File: src/rtl/ctrl_pipe_unit.sv
// RV32I/M control decoder feeding registered EX/MEM/WB control stages.
// Handles load-use interlock, downstream freeze, branch flush and counts illegal instructions.
module ctrl_pipe_unit #(
  parameter int STAGES = 3,
  parameter bit EN_M   = 1'b0,
  parameter int CNT_W  = 16
) (
  input  logic             clk,
  input  logic             rst_n,
  input  logic             id_valid_i,
  input  logic [6:0]       opcode_i,
  input  logic [2:0]       funct3_i,
  input  logic [6:0]       funct7_i,
  input  logic [4:0]       rs1_i,
  input  logic [4:0]       rs2_i,
  input  logic [4:0]       rd_i,
  input  logic             pipe_stall_i,
  input  logic             flush_i,
  output logic             id_stall_o,
  output logic             ex_valid_o,
  output logic             mem_valid_o,
  output logic             wb_valid_o,
  output logic [7:0]       ex_ctrl_o,
  output logic [7:0]       mem_ctrl_o,
  output logic [7:0]       wb_ctrl_o,
  output logic [4:0]       ex_rd_o,
  output logic [4:0]       mem_rd_o,
  output logic [4:0]       wb_rd_o,
  output logic [CNT_W-1:0] illegal_cnt_o
);

  localparam logic [6:0] OPC_OP_IMM = 7'b0010011;
  localparam logic [6:0] OPC_OP     = 7'b0110011;
  localparam logic [6:0] OPC_LOAD   = 7'b0000011;
  localparam logic [6:0] OPC_STORE  = 7'b0100011;
  localparam logic [6:0] OPC_BRANCH = 7'b1100011;
  localparam logic [6:0] OPC_JAL    = 7'b1101111;
  localparam logic [6:0] OPC_JALR   = 7'b1100111;
  localparam logic [6:0] OPC_LUI    = 7'b0110111;
  localparam logic [6:0] OPC_AUIPC  = 7'b0010111;

  localparam logic [6:0] F7_BASE = 7'b0000000;
  localparam logic [6:0] F7_ALT  = 7'b0100000;
  localparam logic [6:0] F7_MUL  = 7'b0000001;

  localparam int B_RDWE    = 0;
  localparam int B_MEMRE   = 1;
  localparam int B_MEMWE   = 2;
  localparam int B_BRANCH  = 3;
  localparam int B_JUMP    = 4;
  localparam int B_ALUIMM  = 5;
  localparam int B_PCSRC   = 6;
  localparam int B_ILLEGAL = 7;

  localparam logic [7:0]       ILLEGAL_BUNDLE = 8'h80;
  localparam logic [CNT_W-1:0] CNT_MAX        = {CNT_W{1'b1}};

  logic       w_legal;
  logic [7:0] w_rawCtrl;
  logic [7:0] w_decCtrl;
  logic       w_useRs1;
  logic       w_useRs2;
  logic       w_rs1Hit;
  logic       w_rs2Hit;
  logic       w_loadUse;
  logic       w_exLoadNew;
  logic       w_countIllegal;

  logic             r_exValid;
  logic [7:0]       r_exCtrl;
  logic [4:0]       r_exRd;
  logic [CNT_W-1:0] r_illegalCnt;

  // Opcode decode: control bits and register usage are set per opcode, legality per funct fields.
  always_comb begin
    w_legal   = 1'b0;
    w_rawCtrl = 8'h00;
    w_useRs1  = 1'b0;
    w_useRs2  = 1'b0;
    case (opcode_i)
      OPC_OP_IMM: begin
        w_rawCtrl[B_RDWE]   = 1'b1;
        w_rawCtrl[B_ALUIMM] = 1'b1;
        w_useRs1            = 1'b1;
        case (funct3_i)
          3'b001:  w_legal = (funct7_i == F7_BASE);
          3'b101:  w_legal = (funct7_i == F7_BASE) || (funct7_i == F7_ALT);
          default: w_legal = 1'b1;
        endcase
      end
      OPC_OP: begin
        w_rawCtrl[B_RDWE] = 1'b1;
        w_useRs1          = 1'b1;
        w_useRs2          = 1'b1;
        w_legal = (funct7_i == F7_BASE)
               || ((funct7_i == F7_ALT) && ((funct3_i == 3'b000) || (funct3_i == 3'b101)))
               || ((funct7_i == F7_MUL) && EN_M);
      end
      OPC_LOAD: begin
        w_rawCtrl[B_RDWE]   = 1'b1;
        w_rawCtrl[B_MEMRE]  = 1'b1;
        w_rawCtrl[B_ALUIMM] = 1'b1;
        w_useRs1            = 1'b1;
        w_legal = (funct3_i != 3'b011) && (funct3_i != 3'b110) && (funct3_i != 3'b111);
      end
      OPC_STORE: begin
        w_rawCtrl[B_MEMWE]  = 1'b1;
        w_rawCtrl[B_ALUIMM] = 1'b1;
        w_useRs1            = 1'b1;
        w_useRs2            = 1'b1;
        w_legal = (funct3_i <= 3'b010);
      end
      OPC_BRANCH: begin
        w_rawCtrl[B_BRANCH] = 1'b1;
        w_useRs1            = 1'b1;
        w_useRs2            = 1'b1;
        w_legal = (funct3_i != 3'b010) && (funct3_i != 3'b011);
      end
      OPC_JAL: begin
        w_rawCtrl[B_RDWE]  = 1'b1;
        w_rawCtrl[B_JUMP]  = 1'b1;
        w_rawCtrl[B_PCSRC] = 1'b1;
        w_legal            = 1'b1;
      end
      OPC_JALR: begin
        w_rawCtrl[B_RDWE]   = 1'b1;
        w_rawCtrl[B_JUMP]   = 1'b1;
        w_rawCtrl[B_ALUIMM] = 1'b1;
        w_rawCtrl[B_PCSRC]  = 1'b1;
        w_useRs1            = 1'b1;
        w_legal = (funct3_i == 3'b000);
      end
      OPC_LUI: begin
        w_rawCtrl[B_RDWE]   = 1'b1;
        w_rawCtrl[B_ALUIMM] = 1'b1;
        w_legal             = 1'b1;
      end
      OPC_AUIPC: begin
        w_rawCtrl[B_RDWE]   = 1'b1;
        w_rawCtrl[B_ALUIMM] = 1'b1;
        w_rawCtrl[B_PCSRC]  = 1'b1;
        w_legal             = 1'b1;
      end
      default: w_legal = 1'b0;
    endcase

    if (!w_legal) begin
      w_decCtrl = ILLEGAL_BUNDLE;
    end else begin
      w_decCtrl         = w_rawCtrl;
      w_decCtrl[B_RDWE] = w_rawCtrl[B_RDWE] && (rd_i != 5'd0);
    end
  end

  // A load in EX whose destination feeds this instruction cannot forward in time.
  assign w_rs1Hit  = w_useRs1 && (rs1_i == r_exRd);
  assign w_rs2Hit  = w_useRs2 && (rs2_i == r_exRd);
  assign w_loadUse = id_valid_i && r_exValid && r_exCtrl[B_MEMRE]
                  && (r_exRd != 5'd0) && (w_rs1Hit || w_rs2Hit);

  assign id_stall_o     = pipe_stall_i || w_loadUse;
  assign w_exLoadNew    = !flush_i && !pipe_stall_i && !w_loadUse;
  assign w_countIllegal = w_exLoadNew && id_valid_i && w_decCtrl[B_ILLEGAL];

  always_ff @(posedge clk or negedge rst_n) begin
    if (!rst_n) begin
      r_exValid <= 1'b0;
      r_exCtrl  <= 8'h00;
      r_exRd    <= 5'd0;
    end else if (flush_i || (!pipe_stall_i && w_loadUse)) begin
      r_exValid <= 1'b0;
      r_exCtrl  <= 8'h00;
      r_exRd    <= 5'd0;
    end else if (!pipe_stall_i) begin
      r_exValid <= id_valid_i;
      r_exCtrl  <= w_decCtrl;
      r_exRd    <= rd_i;
    end
  end

  assign ex_valid_o = r_exValid;
  assign ex_ctrl_o  = r_exCtrl;
  assign ex_rd_o    = r_exRd;

  always_ff @(posedge clk or negedge rst_n) begin
    if (!rst_n) begin
      r_illegalCnt <= '0;
    end else if (w_countIllegal && (r_illegalCnt != CNT_MAX)) begin
      r_illegalCnt <= r_illegalCnt + CNT_W'(1);
    end
  end

  assign illegal_cnt_o = r_illegalCnt;

  // MEM and WB advance on every unfrozen edge, including flush cycles.
  if (STAGES >= 2) begin : g_mem
    logic       r_memValid;
    logic [7:0] r_memCtrl;
    logic [4:0] r_memRd;

    always_ff @(posedge clk or negedge rst_n) begin
      if (!rst_n) begin
        r_memValid <= 1'b0;
        r_memCtrl  <= 8'h00;
        r_memRd    <= 5'd0;
      end else if (!pipe_stall_i) begin
        r_memValid <= r_exValid;
        r_memCtrl  <= r_exCtrl;
        r_memRd    <= r_exRd;
      end
    end

    assign mem_valid_o = r_memValid;
    assign mem_ctrl_o  = r_memCtrl;
    assign mem_rd_o    = r_memRd;
  end else begin : g_noMem
    assign mem_valid_o = 1'b0;
    assign mem_ctrl_o  = 8'h00;
    assign mem_rd_o    = 5'd0;
  end

  if (STAGES >= 3) begin : g_wb
    logic       r_wbValid;
    logic [7:0] r_wbCtrl;
    logic [4:0] r_wbRd;

    always_ff @(posedge clk or negedge rst_n) begin
      if (!rst_n) begin
        r_wbValid <= 1'b0;
        r_wbCtrl  <= 8'h00;
        r_wbRd    <= 5'd0;
      end else if (!pipe_stall_i) begin
        r_wbValid <= mem_valid_o;
        r_wbCtrl  <= mem_ctrl_o;
        r_wbRd    <= mem_rd_o;
      end
    end

    assign wb_valid_o = r_wbValid;
    assign wb_ctrl_o  = r_wbCtrl;
    assign wb_rd_o    = r_wbRd;
  end else begin : g_noWb
    assign wb_valid_o = 1'b0;
    assign wb_ctrl_o  = 8'h00;
    assign wb_rd_o    = 5'd0;
  end

endmodule

File: config.mk
export PLATFORM = sky130hd
export DESIGN_NAME = ctrl_pipe_unit
export DESIGN_NICKNAME = d
export VERILOG_FILES = /design/src/rtl/ctrl_pipe_unit.sv
export SDC_FILE = /design/constraint.sdc
export NUM_CORES = 1
export LEC_CHECK = 0
export CORE_UTILIZATION = 41
export DETAILED_ROUTE_END_ITERATION = 6
export PLACE_DENSITY = 0.76
export SYNTH_ARGS = -nofsm -noshare
export SYNTH_HDL_FRONTEND = slang
export SYNTH_SLANG_ARGS = --single-unit
File: constraint.sdc
create_clock -name clk -period 2.3 [get_ports clk]
set_clock_uncertainty 0.1 [all_clocks]
set_input_delay 0.46 -clock clk [delete_from_list [all_inputs] [get_ports clk]]
set_output_delay 0.46 -clock clk [all_outputs]
set_load 0.005 [all_outputs]
Word-level counts from Yosys, hierarchy flattened --
Index checks and enable logic that the tools add are counted.
Cells by class: add/subtract/negate cells 1, order comparisons 1, equality and inequality tests 20, multiplexer cells 18, reductions and logical operators 37
Operators by type and width (count):
- == test 7 x 6 -> 1 bit (second input constant) | 4
- two-way mux 8 bit | 3
- == test 7 bit (second input constant) | 3
- logical AND 1 bit | 17
- adder 16 x 1 -> 16 bit (second input constant) | 1
- inequality test 16 bit (second input constant) | 1
- == test 7 x 5 -> 1 bit (second input constant) | 2
- OR reduction 6 bit | 2
- two-way mux 1 bit | 11
- == test 5 bit | 2
- two-way mux 5 bit | 2
- nonzero test 5 bit | 2
- OR reduction 3 bit | 3
- == test 7 x 2 -> 1 bit (second input constant) | 1
- logical NOT 7 bit | 1
- one-hot mux 1 bit (7 select lines) | 1
- OR reduction 7 bit | 1
- logical OR 1 bit | 6
- inequality test 3 x 2 -> 1 bit (second input constant) | 2
- inequality test 3 bit (second input constant) | 2
- == test 3 x 1 -> 1 bit (second input constant) | 1
- == test 3 bit (second input constant) | 1
- less-or-equal comparator 3 x 2 -> 1 bit (second input constant) | 1
- logical NOT 1 bit | 3
- 4 further kinds | 4
Word-level totals: bits in registers 58, input port bits 37, output and inout port bits 59, word-level logic and storage cells 87

Depth between registers and ports, before layout --
depth in word-level cells 11, depth in mapped cells 8, depth with buffers taken out 7

Worst setup path before layout --
Ideal clock, no wire load.
path type reg-to-reg, from reg r_exRd[0] (netlist: ex_rd_o[0]), to reg r_illegalCnt[12] (netlist: illegal_cnt_o[12]), setup time 0.127 ns, arrival 2.066 ns, required time 2.073 ns, slack 0.006 ns, stages on the path, launching flop included 6, path through dfrtp_1 or4_4 o211a_4 a211oi_4 nand4_1 mux2_1
Between the ends: word-level cells in the longest chain between the ends 9, elaborated cells between the ends (all ways) 13, those cells by class eq/ne (2); reduce/logical (11)
RTL lines:
- start: declaration | RTL line 71 | logic [4:0] r_exRd;
- start signal: assignment | RTL line 177 | r_exRd <= rd_i;
- == test 5 bit (on tied branches) | RTL line 156, 157
- logical AND 1 bit (on tied branches) | RTL line 156, 157
- logical OR 1 bit | RTL line 159 | && (r_exRd != 5'd0) && (w_rs1Hit || w_rs2Hit);
- logical AND 1 bit (*) | RTL line 159
- logical NOT 1 bit (*) | RTL line 162 | assign w_exLoadNew = !flush_i && !pipe_stall_i && !w_loadUse;
- logical AND 1 bit (*) | RTL line 162
- logical AND 1 bit (*) (2 in a row) | RTL line 163 | assign w_countIllegal = w_exLoadNew && id_valid_i && w_decCtrl[B_ILLEGAL];
- logical AND 1 bit (*) | RTL line 188 | end else if (w_countIllegal && (r_illegalCnt != CNT_MAX)) begin
- end signal: assignment | RTL line 189 | r_illegalCnt <= r_illegalCnt + CNT_W'(1);
- end: declaration | RTL line 72 | logic [CNT_W-1:0] r_illegalCnt;
Every way passes the cells marked *; elsewhere a longest branch is shown, timed or not. A chain may end at the register's enable or synchronous reset.

Worst setup path after layout --
from reg r_exRd[2] (netlist: ex_rd_o[2]), to out id_stall_o
Between the ends: word-level cells in the longest chain between the ends 5, elaborated cells between the ends (all ways) 9, those cells by class eq/ne (2); reduce/logical (7)
RTL lines:
- == test 5 bit (on tied branches) | RTL line 156, 157
- logical AND 1 bit (on tied branches) | RTL line 156, 157
- logical OR 1 bit | RTL line 159
- logical AND 1 bit (*) | RTL line 159
- logical OR 1 bit (*) | RTL line 161 | assign id_stall_o = pipe_stall_i || w_loadUse;
- end: declaration | RTL line 19 | output logic id_stall_o,
Marks and branches as above.

==> results <==
- The flow ran to the end, but the final reports show violations.
- The final reports fail on design-rule violations, negative setup slack.
- STA classifies the critical path endpoint as an output port.
- The multiplexer share of the synthesized area is 12.2%.
- The H-tree depth reported by CTS is 3.
- After synthesis the cells add up to 2770 um2.
- The worst pin sits at a relative slew slack of 68.2%.
- After Yosys synthesis, full adders, half adders and majority gates account for 0.451% of the synthesized area.
- Clock tree synthesis found a total of 58 sinks.
- The detail-routed via count per cell is 5.30.
- The signal on the critical path passes through or4_4, o211a_4, a21o_1, buf_2.
- Cells fill 69.7% of the core in the end.
- The post-synthesis average cell area is 12.2 um2.
- The hold violation total from the final report is 0.
- In the post-route analysis, the smallest setup slack over all paths is -0.0758 ns.
- Counting along the longest clock path gives a buffer depth of 2.
- The final setup TNS is -0.155 ns.
- The cell leakage power is 0.00202 uW.
- The number of antenna violations at the first check in global routing came to 0.
- The clock root buffer master is clkbuf_8.
- The clock reaches the later pin of the worst-skew pair after 0.33 ns.
- The count of nets left with antenna violations after detail routing is 0.
- The detailed-route via count is 2427.
- The DRC violation count after routing is 14.
- After clock tree synthesis, the clock-pin slew on the worst setup and hold paths is 0.06 ns.
- The die extent in x is 84.3 um.
- The first TritonRoute pass finished after 6 iterations.
- The synthesized instance count is 228.
- Counting flops and latches in the post-synthesis netlist gives 58.
- dfrtp_1 takes more of the synthesized area than any other cell.
- The worst-case vdd ir drop is 547 uV.
- TritonCTS built the clock tree.
- TritonCTS created 9 clock buffers.
- The overall die area is 7100 um2.
- Among all flip-flop cells after synthesis, the most frequent one is dfrtp_1.
- For this run, the register share of the synthesized area comes to 52.3%.
- In this run the power density over the cells is 613 nW/um2.
- The boundary pin count is 96.
- On the critical path, the stage with the largest delay is an instance of or4_4.
- For this block, the initial DRC count from the detailed router was 98.
- In the final routed layout, each cell accounts on average for 16.6 um.
- The first global-routing pass estimated 12400 um of wire.
- The region available for standard cell placement spans 6420 um2.
- Counting instances in the post-synthesis netlist gives the leading cell types as dfrtp_1, mux2_2, xnor2_1.
- The routed wire length is 7600 um.
- The most frequent cell after synthesis is dfrtp_1.
- The number of antenna diodes in the final layout is 0.
- The worst hold path belongs to the class in -> reg.
- The net count of the finished layout is 414.
- The largest family of logic cells by synthesized area is simple AND/OR/NAND/NOR gates.
- Of the cells placed in the final design, the portion with a size suffix greater than 1 is 33.1%.
- The starting utilization of the core area is 43.2%.
- The kind of cell with the highest combined delay along the critical path is simple AND/OR/NAND/NOR gates.
- Summed over its instances, the top area cell type makes up 52.3% of the synthesized netlist area.
- STA classifies the critical path startpoint as a flop.
- The post-route clock period utilization is 103%.
- The height of the chip is 84.3 um.
- The count of pins over their slew limit was 0.
- For the pin with the worst max-slew slack, the measured transition is 0.478 ns.
- Summing the areas of all compound-gate instances in the mapped netlist gives 11.8% of the synthesized area.
- The final weighted congestion of routability-driven global placement is 0.893.
- Internal power comes to 2060 uW.
- The signed area change from the synthesized netlist to the final layout is 61.4%.
- Of all nets on the critical path, the largest fanout is 2.
- Ranked by total cell area, the synthesized netlist is headed by dfrtp_1, mux2_2, xnor2_1.
- The critical path data required time is 1.74 ns.
- The number of enable-type register cells in the synthesized netlist is 0.
- For this run, the number of Yosys warnings is 0.
- For this run the aggregate overflow at the end of global routing stands at 0.
- Data on the critical path arrives at its endpoint at 1.82 ns.
- The tightest hold margin is 0.364 ns.
- The final critical delay including setup and external delays is 2.38 ns.
- The number of distinct standard cells referenced by the synthesized netlist is 45.
- Setup repair after global routing could not meet its margin everywhere.
- The portion of total power attributed to combinational logic is 20.0%.
- The xor-xnor portion of the synthesized cell area is 7.58%.
- Of the total synthesized cell area, the portion taken by AND, OR, NAND and NOR gates is 14.0%.
- The fraction of power spent switching nets is 24.8%.
- In this run the register-to-register setup slack is -0.03 ns.
- In this run the tool buffered the top-level ports with 95 buffer cells.
- OpenSTA, run right after detailed placement, puts the worst setup slack at -0.507 ns.
- The relative contribution of sequential cells to total power is 41.9%.
- The tool flagged a number of max-cap violations equal to 0.
- Static timing analysis puts the maximum clock frequency at 421 MHz.
- In this design, the stage delay of the slowest critical-path cell is 0.55 ns.
- The clock power share is 38.1%.
- The detailed placement HPWL is 5700 um.
- Counting both buffers and inverters, the worst setup path holds a total of 1.
- In the global route stage, overall resource usage came out at 22.6%.
- The type of the worst setup path is reg -> out.
- The via count of the first global-routing pass is 2450.
- Entering global routing, the biggest net connects 23 pins.
- The final count of negative-setup-slack endpoints is 5.
- Of all flip-flops after synthesis, the portion carrying an async set or reset was 100%.
- The net count after synthesis is 266.
- The switching component of the power is 680 uW.
- The floorplan row count is 29.
what timing repair did:
action	in CTS	in global routing
cloned	0	0
hold buffers	1	0
setup buffers	0	1
setup endpoints to repair	10	21
resized for setup	10	15
pin swaps	3	10
hold endpoints to repair	20	0
state kept, by name, summed over array words and instances, names as in the netlist, 5 cells and up:
name           flops
ex_ctrl_o          8
wb_rd_o            5
mem_ctrl_o         8
mem_rd_o           5
wb_ctrl_o          8
ex_rd_o            5
illegal_cnt_o     16
cells in the final DEF (no fill, tap or decap), drive strengths merged, types with 2 or more instances in the layout:
master	n
clkinv	2
buf	52
clkdlybuf4s50	91
mux2	30
nor2	6
or4	2
inv	4
dfrtp	58
a21oi	4
nand2	9
clkbuf	11
and2	2
a211oi	3
o211ai	3
o41ai	4
a32o	3
a22o	7
nand3	14
nor3	5
o21ai	4
and4	2
xnor2	24
bufinv	2
and3	11
nand4	8
nand2b	4
cell type report:
class / count / area [um2]
flip-flops and latches: 58 / 1450
clock inverters: 5 / 77.6
fillers: 493 / 1950
clock buffers: 11 / 141
multi-input cells: 158 / 1380
well taps: 77 / 96.3
repair buffers: 145 / 1320
inverters: 4 / 15.0
stage by stage:
| stage | cells | power (uW) | instance area [um2] |
|---|---|---|---|
| 3_5_place_dp | 440 | 1700 | 4140 |
| 3_3_place_gp | 440 | 1680 | 4140 |
| 5_1_grt | 458 | 2860 | 4480 |
| 6_report | 458 | 2740 | 4480 |
| 2_1_floorplan | 228 | 1350 | 2770 |
| 4_1_cts | 457 | 2750 | 4390 |
cells by family (layout without fill, tap and decap cells):
kind of cell,count (synthesis),after routing
AND/OR/NAND/NOR,68,68
flip-flops,58,58
AO/OA/AOI/OAI,35,35
multiplexers,30,30
XOR/XNOR,24,24
buffers and inverters,12,165
adder cells (fa/ha/maj),1,1
metal layers:
layer	global-route usage, %	vias to the layer above	part of all wire, %
met5	0	-	0
met4	7.52	0	1.1
met3	5.11	6	5.1
met2	36.8	71	51
met1	29.9	1206	43
li1	-	1144	-
path summary, 6_finish.rpt:
check                                 start                end  cells after the start
setup / recovery                 ex_rd_o[2]         id_stall_o                      4
hold reg to reg            illegal_cnt_o[7]   illegal_cnt_o[7]                      1
hold / removal                  opcode_i[4]       ex_ctrl_o[1]                      2
setup reg to reg                 ex_rd_o[2]  illegal_cnt_o[12]                      6
min in group asynchronous             rst_n         wb_rd_o[0]                      2
max in group asynchronous             rst_n   illegal_cnt_o[9]                      3
power groups by stage:
stage	clock network (uW)	registers [uW]	logic, uW
6_report	1040	1150	547
2_1_floorplan	0	1180	169
5_1_grt	1110	1160	589
3_5_place_dp	0	1170	533
4_1_cts	1060	1150	538
3_3_place_gp	0	1160	520
worst reg2reg max path, cell delays in order (launching register included):
cell and delay (ns):
dfrtp_1 0.38, or4_4 0.55, o211a_4 0.24, buf_4 0.15, a211oi_4 0.31, nand4_1 0.17
mux2_4 0.32
Power figures use the tool's default switching activity.
